$ cat src/rtl/fifo_pkg.sv
// fifo_pkg: shared default sizing for the DPRAM FIFO controller
package fifo_pkg;
   localparam int DEF_WIDTH = 4;
   localparam int DEF_AW    = 5;
   localparam int DEF_DEPTH = 2 ** DEF_AW;
endpackage

$ cat src/rtl/fifo_ptr.sv
// fifo_ptr: modulo-DEPTH pointer with increment enable
module fifo_ptr
   import fifo_pkg::*;
#(
   parameter int AW    = DEF_AW,
   parameter int DEPTH = DEF_DEPTH
) (
   input  logic          clk,
   input  logic          rst,
   input  logic          inc_i,
   output logic [AW-1:0] ptr_o
);
   logic [AW-1:0] ptr_q, ptr_d;
   // advance by one when enabled, wrapping from DEPTH-1 back to zero
   always_comb ptr_d = !inc_i ? ptr_q : (ptr_q == AW'(DEPTH - 1)) ? '0 : ptr_q + AW'(1);
   // pointer register, cleared asynchronously
   always_ff @(posedge clk or posedge rst)
      if (rst) ptr_q <= '0;
      else     ptr_q <= ptr_d;
   assign ptr_o = ptr_q;
endmodule

$ cat src/rtl/dpram_fifo_ctrl.sv
// dpram_fifo_ctrl: runs an external sync-write/async-read dual-port RAM as a FIFO
module dpram_fifo_ctrl
   import fifo_pkg::*;
#(
   parameter int WIDTH = DEF_WIDTH,
   parameter int AW    = DEF_AW,
   parameter int DEPTH = DEF_DEPTH
) (
   input  logic             clk,
   input  logic             rst,
   input  logic             wr_en,
   input  logic [WIDTH-1:0] wr_data,
   input  logic             rd_en,
   output logic [WIDTH-1:0] rd_data,
   output logic             rd_valid,
   output logic             full,
   output logic             empty,
   output logic [AW:0]      count,
   output logic             overflow,
   output logic             underflow,
   output logic [AW-1:0]    ram_a,
   output logic [WIDTH-1:0] ram_d,
   output logic             ram_we,
   output logic [AW-1:0]    ram_dpra,
   input  logic [WIDTH-1:0] ram_dpo
);
   logic [AW:0]      count_q, count_d;
   logic [WIDTH-1:0] rd_data_q, rd_data_d;
   logic             rd_valid_q, ovf_q, udf_q, ovf_d, udf_d;
   logic             rd_acc, wr_acc;

   assign full   = count_q == (AW+1)'(DEPTH);
   assign empty  = count_q == '0;
   assign rd_acc = rd_en && !empty && !rst;
   // a simultaneous read frees a slot, so a full FIFO still takes the write
   assign wr_acc = wr_en && (!full || rd_acc) && !rst;
   assign ram_we = wr_acc;
   assign ram_d  = wr_data;

   fifo_ptr #(.AW(AW), .DEPTH(DEPTH)) u_wr_ptr (.clk(clk), .rst(rst), .inc_i(wr_acc), .ptr_o(ram_a));
   fifo_ptr #(.AW(AW), .DEPTH(DEPTH)) u_rd_ptr (.clk(clk), .rst(rst), .inc_i(rd_acc), .ptr_o(ram_dpra));

   // next count, pop data and rejection pulses
   always_comb begin
      count_d   = count_q + (AW+1)'(wr_acc) - (AW+1)'(rd_acc);
      rd_data_d = rd_acc ? ram_dpo : rd_data_q;
      ovf_d     = wr_en && !wr_acc;
      udf_d     = rd_en && !rd_acc;
   end

   // state registers; reset discards stored words without touching the RAM
   always_ff @(posedge clk or posedge rst)
      if (rst) begin
         count_q    <= '0;
         rd_data_q  <= '0;
         rd_valid_q <= 1'b0;
         ovf_q      <= 1'b0;
         udf_q      <= 1'b0;
      end else begin
         count_q    <= count_d;
         rd_data_q  <= rd_data_d;
         rd_valid_q <= rd_acc;
         ovf_q      <= ovf_d;
         udf_q      <= udf_d;
      end

   assign count     = count_q;
   assign rd_data   = rd_data_q;
   assign rd_valid  = rd_valid_q;
   assign overflow  = ovf_q;
   assign underflow = udf_q;
endmodule

$ cat config.mk
export PLATFORM = sky130hd
export DESIGN_NAME = dpram_fifo_ctrl
export DESIGN_NICKNAME = d
export VERILOG_FILES = /design/src/rtl/fifo_pkg.sv /design/src/rtl/fifo_ptr.sv /design/src/rtl/dpram_fifo_ctrl.sv
export SDC_FILE = /design/constraint.sdc
export NUM_CORES = 1
export LEC_CHECK = 0
export CAP_MARGIN = 0
export CORE_MARGIN = 5
export CORE_UTILIZATION = 45
export DETAILED_ROUTE_END_ITERATION = 7
export GPL_TIMING_DRIVEN = 1
export PLACE_DENSITY = 0.79
export SLEW_MARGIN = 20
export SYNTH_ARGS = -nofsm -noshare
export SYNTH_HDL_FRONTEND = slang
export SYNTH_SLANG_ARGS = --single-unit
$ cat constraint.sdc
create_clock -name clk -period 3.19 [get_ports clk]
set_input_delay 0.638 -clock clk [delete_from_list [all_inputs] [get_ports clk]]
set_output_delay 0.638 -clock clk [all_outputs]
set_load 0.01 [all_outputs]
* After elaboration in Yosys (flattened, before gate mapping)
Cells that the tools add are included.
** Word-level totals
- Flip-flop bits (word level) :: 23
- Word-level logic and storage cells :: 29
** Operators by class
- $add $sub $neg :: 4
- Eq/ne operators :: 3
- Mux-type cells :: 2
- Reductions and logical operators :: 13
** Operator list (count)
- 5-bit by 1-bit adder with 5-bit output (second input constant) :: 2
- 5-bit equality test (second input constant) :: 2
- 5-bit two-way mux :: 2
- 6-bit by 1-bit adder with 6-bit output :: 1
- 6-bit equality test (second input constant) :: 1
- 1-bit logical AND :: 6
- 6-bit logical NOT :: 1
- 6-bit by 1-bit subtractor with 6-bit output :: 1
- 1-bit logical NOT :: 5
- 1-bit logical OR :: 1

* Longest topological paths before layout
- Depth after elaboration :: 9
- Depth in mapped cells :: 14

* Hierarchy
Synthesis repeated with hierarchy kept, for this count alone.
** Unflattened totals
- Cells, all modules :: 106
- Area, all modules :: 1233.7 µm²
** By module, submodules not included
- dpram_fifo_ctrl :: instances 1, cells an instance 64, area an instance 740.7 µm², seq. area each 325.3 µm²
- fifo_ptr :: instances 2, cells an instance 21, area an instance 246.5 µm², seq. area each 125.1 µm²

* Worst setup path after synthesis
OpenSTA, ideal clock, no wires.
- Path kind :: register to register
- Start :: register count_q[4], in the netlist count[4]
- End :: register count_q[4], in the netlist count[4]
- Setup time :: 0.079 ns
- Data arrival time :: 2.544 ns
- Setup slack :: 0.567 ns
- Cell stages (with the launch flop) :: 15
- Buffers on the path :: 1
- Path through :: dfrtp_1 -> inv_1 -> ha_1 -> and4bb_4 -> nor3b_4 -> buf_6 -> ha_1 -> inv_1 -> ha_1 -> inv_1 -> fa_1 -> inv_1 -> a21oi_1 -> o21ai_0 -> xor2_1
** Between the ends
- Cells in the longest elaborated chain, start to end :: 9
- Elaborated cells on any way between the ends :: 11
- Those cells by class :: add/sub: 2; eq/ne: 1; reduce/logical: 8
** Ends and longest elaborated chain
- start: declaration :: line dpram_fifo_ctrl.sv:27 : logic [AW:0] count_q, count_d;
- start signal: assignment :: line dpram_fifo_ctrl.sv:60 : count_q <= count_d;
- 6-bit logical NOT (*) :: line dpram_fifo_ctrl.sv:33 : assign empty = count_q == '0;
- net empty :: line dpram_fifo_ctrl.sv:17 : output logic empty,
- 1-bit logical NOT (*) :: line dpram_fifo_ctrl.sv:34 : assign rd_acc = rd_en && !empty && !rst;
- 1-bit logical AND (*) (2 in series) :: line dpram_fifo_ctrl.sv:34
- net rd_acc :: line dpram_fifo_ctrl.sv:30 : logic rd_acc, wr_acc;
- 1-bit logical OR :: line dpram_fifo_ctrl.sv:36 : assign wr_acc = wr_en && (!full || rd_acc) && !rst;
- 1-bit logical AND (2 in series) :: line dpram_fifo_ctrl.sv:36
- 6-bit by 1-bit adder with 6-bit output :: line dpram_fifo_ctrl.sv:45 : count_d = count_q + (AW+1)'(wr_acc) - (AW+1)'(rd_acc);
- 6-bit by 1-bit subtractor with 6-bit output (*) :: line dpram_fifo_ctrl.sv:45
- net count_d[4] :: line dpram_fifo_ctrl.sv:27
Mark *: on every way through the listed nets, which the timed path passes. The rest lies on a longest branch.
A chain may end at the register's enable or synchronous reset.

* Final worst setup path
- Start :: input rd_en
- End :: register count_q[4], in the netlist count[4]
** Between the ends
- Cells in the longest elaborated chain, start to end :: 7
** Ends and longest elaborated chain
- start: declaration :: line dpram_fifo_ctrl.sv:13 : input logic rd_en,
- 1-bit logical AND (*) (2 in series) :: line dpram_fifo_ctrl.sv:34
- 1-bit logical OR :: line dpram_fifo_ctrl.sv:36
- 1-bit logical AND (2 in series) :: line dpram_fifo_ctrl.sv:36
- 6-bit by 1-bit adder with 6-bit output :: line dpram_fifo_ctrl.sv:45
- 6-bit by 1-bit subtractor with 6-bit output (*) :: line dpram_fifo_ctrl.sv:45
- net count_d[4] :: line dpram_fifo_ctrl.sv:27
Marked as above.

==> impl_metrics.ini <==
[timing]
max_slew_margin_pct = 73.6
slew_viol_final = 0
fin_skew_ns = 0.00415
period_needed_ns = 2.88
worst_pin_slew_ns = 0.395
rsz0062_at_grt = no
finalCritPeriodShare_pct = 90.3
setup_viol = 0
hold_violations = 0
max_freq_mhz = 347

[clocking]
numCtsBuffers = 3
cts_setup_buffers = 0
cts_num_sinks = 23
tritoncts = yes
cts_resized = 0
postCtsHoldBufs = 0
cts.htree.levels = 1
clockBufferDepth = 2
path_clk_slew_ns = 0.13
clock_latency_ns = 0.30
cts.root.buffer_cell = clkbuf_4

[yosys]
netlist_area_um2 = 1270
synth_cell_types = 33
synth_cells = 105
synth_common_cells = dfrtp_1 (23), ha_1 (13), inv_1 (12), mux2_2 (9)
synth.ff_latch_count = 23
avgSynthCellArea_um2 = 12.1
synthFlopType = dfrtp_1
async_reset_ff_share_pct = 100
synth_edf_count = 0
synth_top_area_cell = dfrtp_1
syn-num-nets = 131
synthMostInstantiatedCell = dfrtp_1
synth.area.top_cells = dfrtp_1 (45%), ha_1 (13%), mux2_2 (8.0%)
synth_top_area_share_pct = 45.3
yosysSeqAreaShare_pct = 45.3
yosysWarnings = 0

[pwr]
powerDensity_nw_per_um2 = 864
ir_drop_mv = 0.608
cellLeakagePower_nw = 0.744

[critical_path]
cp-start-kind = input port
cp_max_fo = 4
path_class = in2reg
cp_cell_sequence = clkdlybuf4s50_1 -> nor2b_1 -> o41ai_4 -> ha_1 -> inv_1 -> ha_1 -> inv_1 -> fa_1 -> inv_1 -> a21oi_1 -> o21ai_0 -> xor2_1
cp_slowest_cell = clkdlybuf4s50_1
worstPathRequired_ns = 3.43
crit_arrival_ns = 3.12
crit_path_max_incr_delay_ns = 0.44
cpMostUsedCell = inv_1
critPathCaptureType = flip-flop

[placed_design]
place_congestion = 0.796
hpwl_mm = 1.94
place_area_um2 = 1610
portBuffers = 33

[global_routing]
overflow = 0
grt_usage_pct = 13.8
grt_pass1_wl_mm = 4.50
grt_max_degree = 24
antenna_found_initial = 0
grt_pass1_vias = 1032

[detailed_routing]
dr.pass1.iters = 4
drc = 0
via_count = 873
drtIter0Drc = 24
finalWirelength_mm = 2.48
wl_per_cell_um = 14.6
via_per_inst = 5.14
ant_nets = 0

[die]
initial_utilization_pct = 46.5
die_y_um = 63.1
num_rows = 19
core_area_um2 = 2730
dieArea_um2 = 3980
fp.dieW_um = 63.1
ios = 42

[final_layout]
insertedDiodeCount = 0
fill_cells = 218
drive_gt1_share_pct = 15.1
final_nets = 166
fin_area_um2 = 1640
utilization_pct = 60.0
area_growth_pct = 29.2

[worst_hold_path]
hold_class = reg2reg

[job]
maxCapViolCount = 0

[run_status]
status = finished, final reports clean
## cell families after synthesis
| group | synth area share [%] |
|---|---|
| and+or+nand+nor | 11.1 |
| adders and majority gates | 14.4 |
| AOI/OAI and AO/OA | 10.5 |
| DFF | 45.3 |
| xor gates and xnor gates | 2.76 |
| muxes | 8.77 |
| buffers and inverters | 7.09 |
## flip-flops by register name, indices dropped and copies added (netlist names)
name / count
count: 6
overflow: 1
rd_data: 4
rd_valid: 1
u_rd_ptr.ptr_o: 5
u_wr_ptr.ptr_o: 5
underflow: 1
## per-layer routing
metal,part of all wire (%),vias to the layer above,track usage (%)
li1,-,428,-
met4,0.89,0,5.57
met3,4.8,2,3.55
met1,43,427,15.3
met5,0,-,0
met2,52,16,24.9
## final timing paths
path | from | end | slack, ns | cells after the start
worst max-delay path | rd_en | count[4] | 0.31 | 12
worst min-delay path | rd_data[3] | rd_data[3] | 0.52 | 1
worst max register to register | count[2] | count[4] | 0.34 | 13
worst min register to register | rd_data[3] | rd_data[3] | 0.52 | 1
max in group asynchronous | rst | u_rd_ptr.ptr_o[1] | 2.16 | 3
min in group asynchronous | rst | underflow | 0.81 | 3
## layout make-up
class | instances | area [um^2] | area share, %
Multi-Input combinational cell | 64 | 604 | 36.8
Sequential cell | 23 | 576 | 35.1
Timing Repair Buffer | 35 | 345 | 21.1
Inverter | 13 | 48.8 | 2.97
Tap cell | 31 | 38.8 | 2.36
Clock buffer | 3 | 22.5 | 1.37
Clock inverter | 1 | 5.00 | 0.305
## worst max-delay path, delay by kind of cell
family                     cells  cell delay (ns)
and+or+nand+nor                1             0.18
adders and majority gates      3             0.89
AOI/OAI and AO/OA              3             0.59
buffers and inverters          4             0.65
xor gates and xnor gates       1             0.16
## power by group
part | internal [W] | switching (W) | leakage (nW)
combinational | 0.000426 | 0.000334 | 0.453
clock | 0.0000467 | 0.0000855 | 0.0177
sequential | 0.000406 | 0.000118 | 0.273
## stage by stage
stage / total power, W / hold WS (ns) / cells / TNS [ns] / setup slack, ns
6_report: 0.00142 / 0.524 / 170 / 0 / 0.310
5_1_grt: 0.00155 / 0.547 / 170 / 0 / 0.147
4_1_cts: 0.00144 / 0.529 / 170 / 0 / 0.280
3_5_place_dp: 0.00130 / 0.499 / 166 / -0.00132 / -0.00132
3_3_place_gp: 0.00127 / 0.493 / 166 / 0 / 0.140
2_1_floorplan: 0.000968 / 0.544 / 105 / 0 / 0.567
## layout by cell type, fill, tap and decap left out
cell / count
a211oi_1: 1
nand3_1: 1
nor3_1: 1
o41a_2: 1
xor2_1: 3
clkbuf_4: 3
a21oi_1: 3
nand2_1: 1
a22o_1: 1
nand2b_1: 3
mux2i_1: 1
fa_1: 1
o41ai_4: 1
o31ai_1: 1
o21ai_0: 4
a221o_1: 1
xnor2_1: 1
buf_4: 2
a21o_1: 1
nor3b_4: 1
o2bb2ai_1: 2
and3_1: 3
nor2_1: 2
nor2b_1: 4
nor4_1: 1
mux2_2: 9
ha_1: 13
dfrtp_1: 23
and4bb_4: 1
nor3b_1: 1
inv_1: 12
and2b_2: 1
inv_2: 1
clkinv_2: 1
clkdlybuf4s50_1: 33
Power figures use the tool's default switching activity.
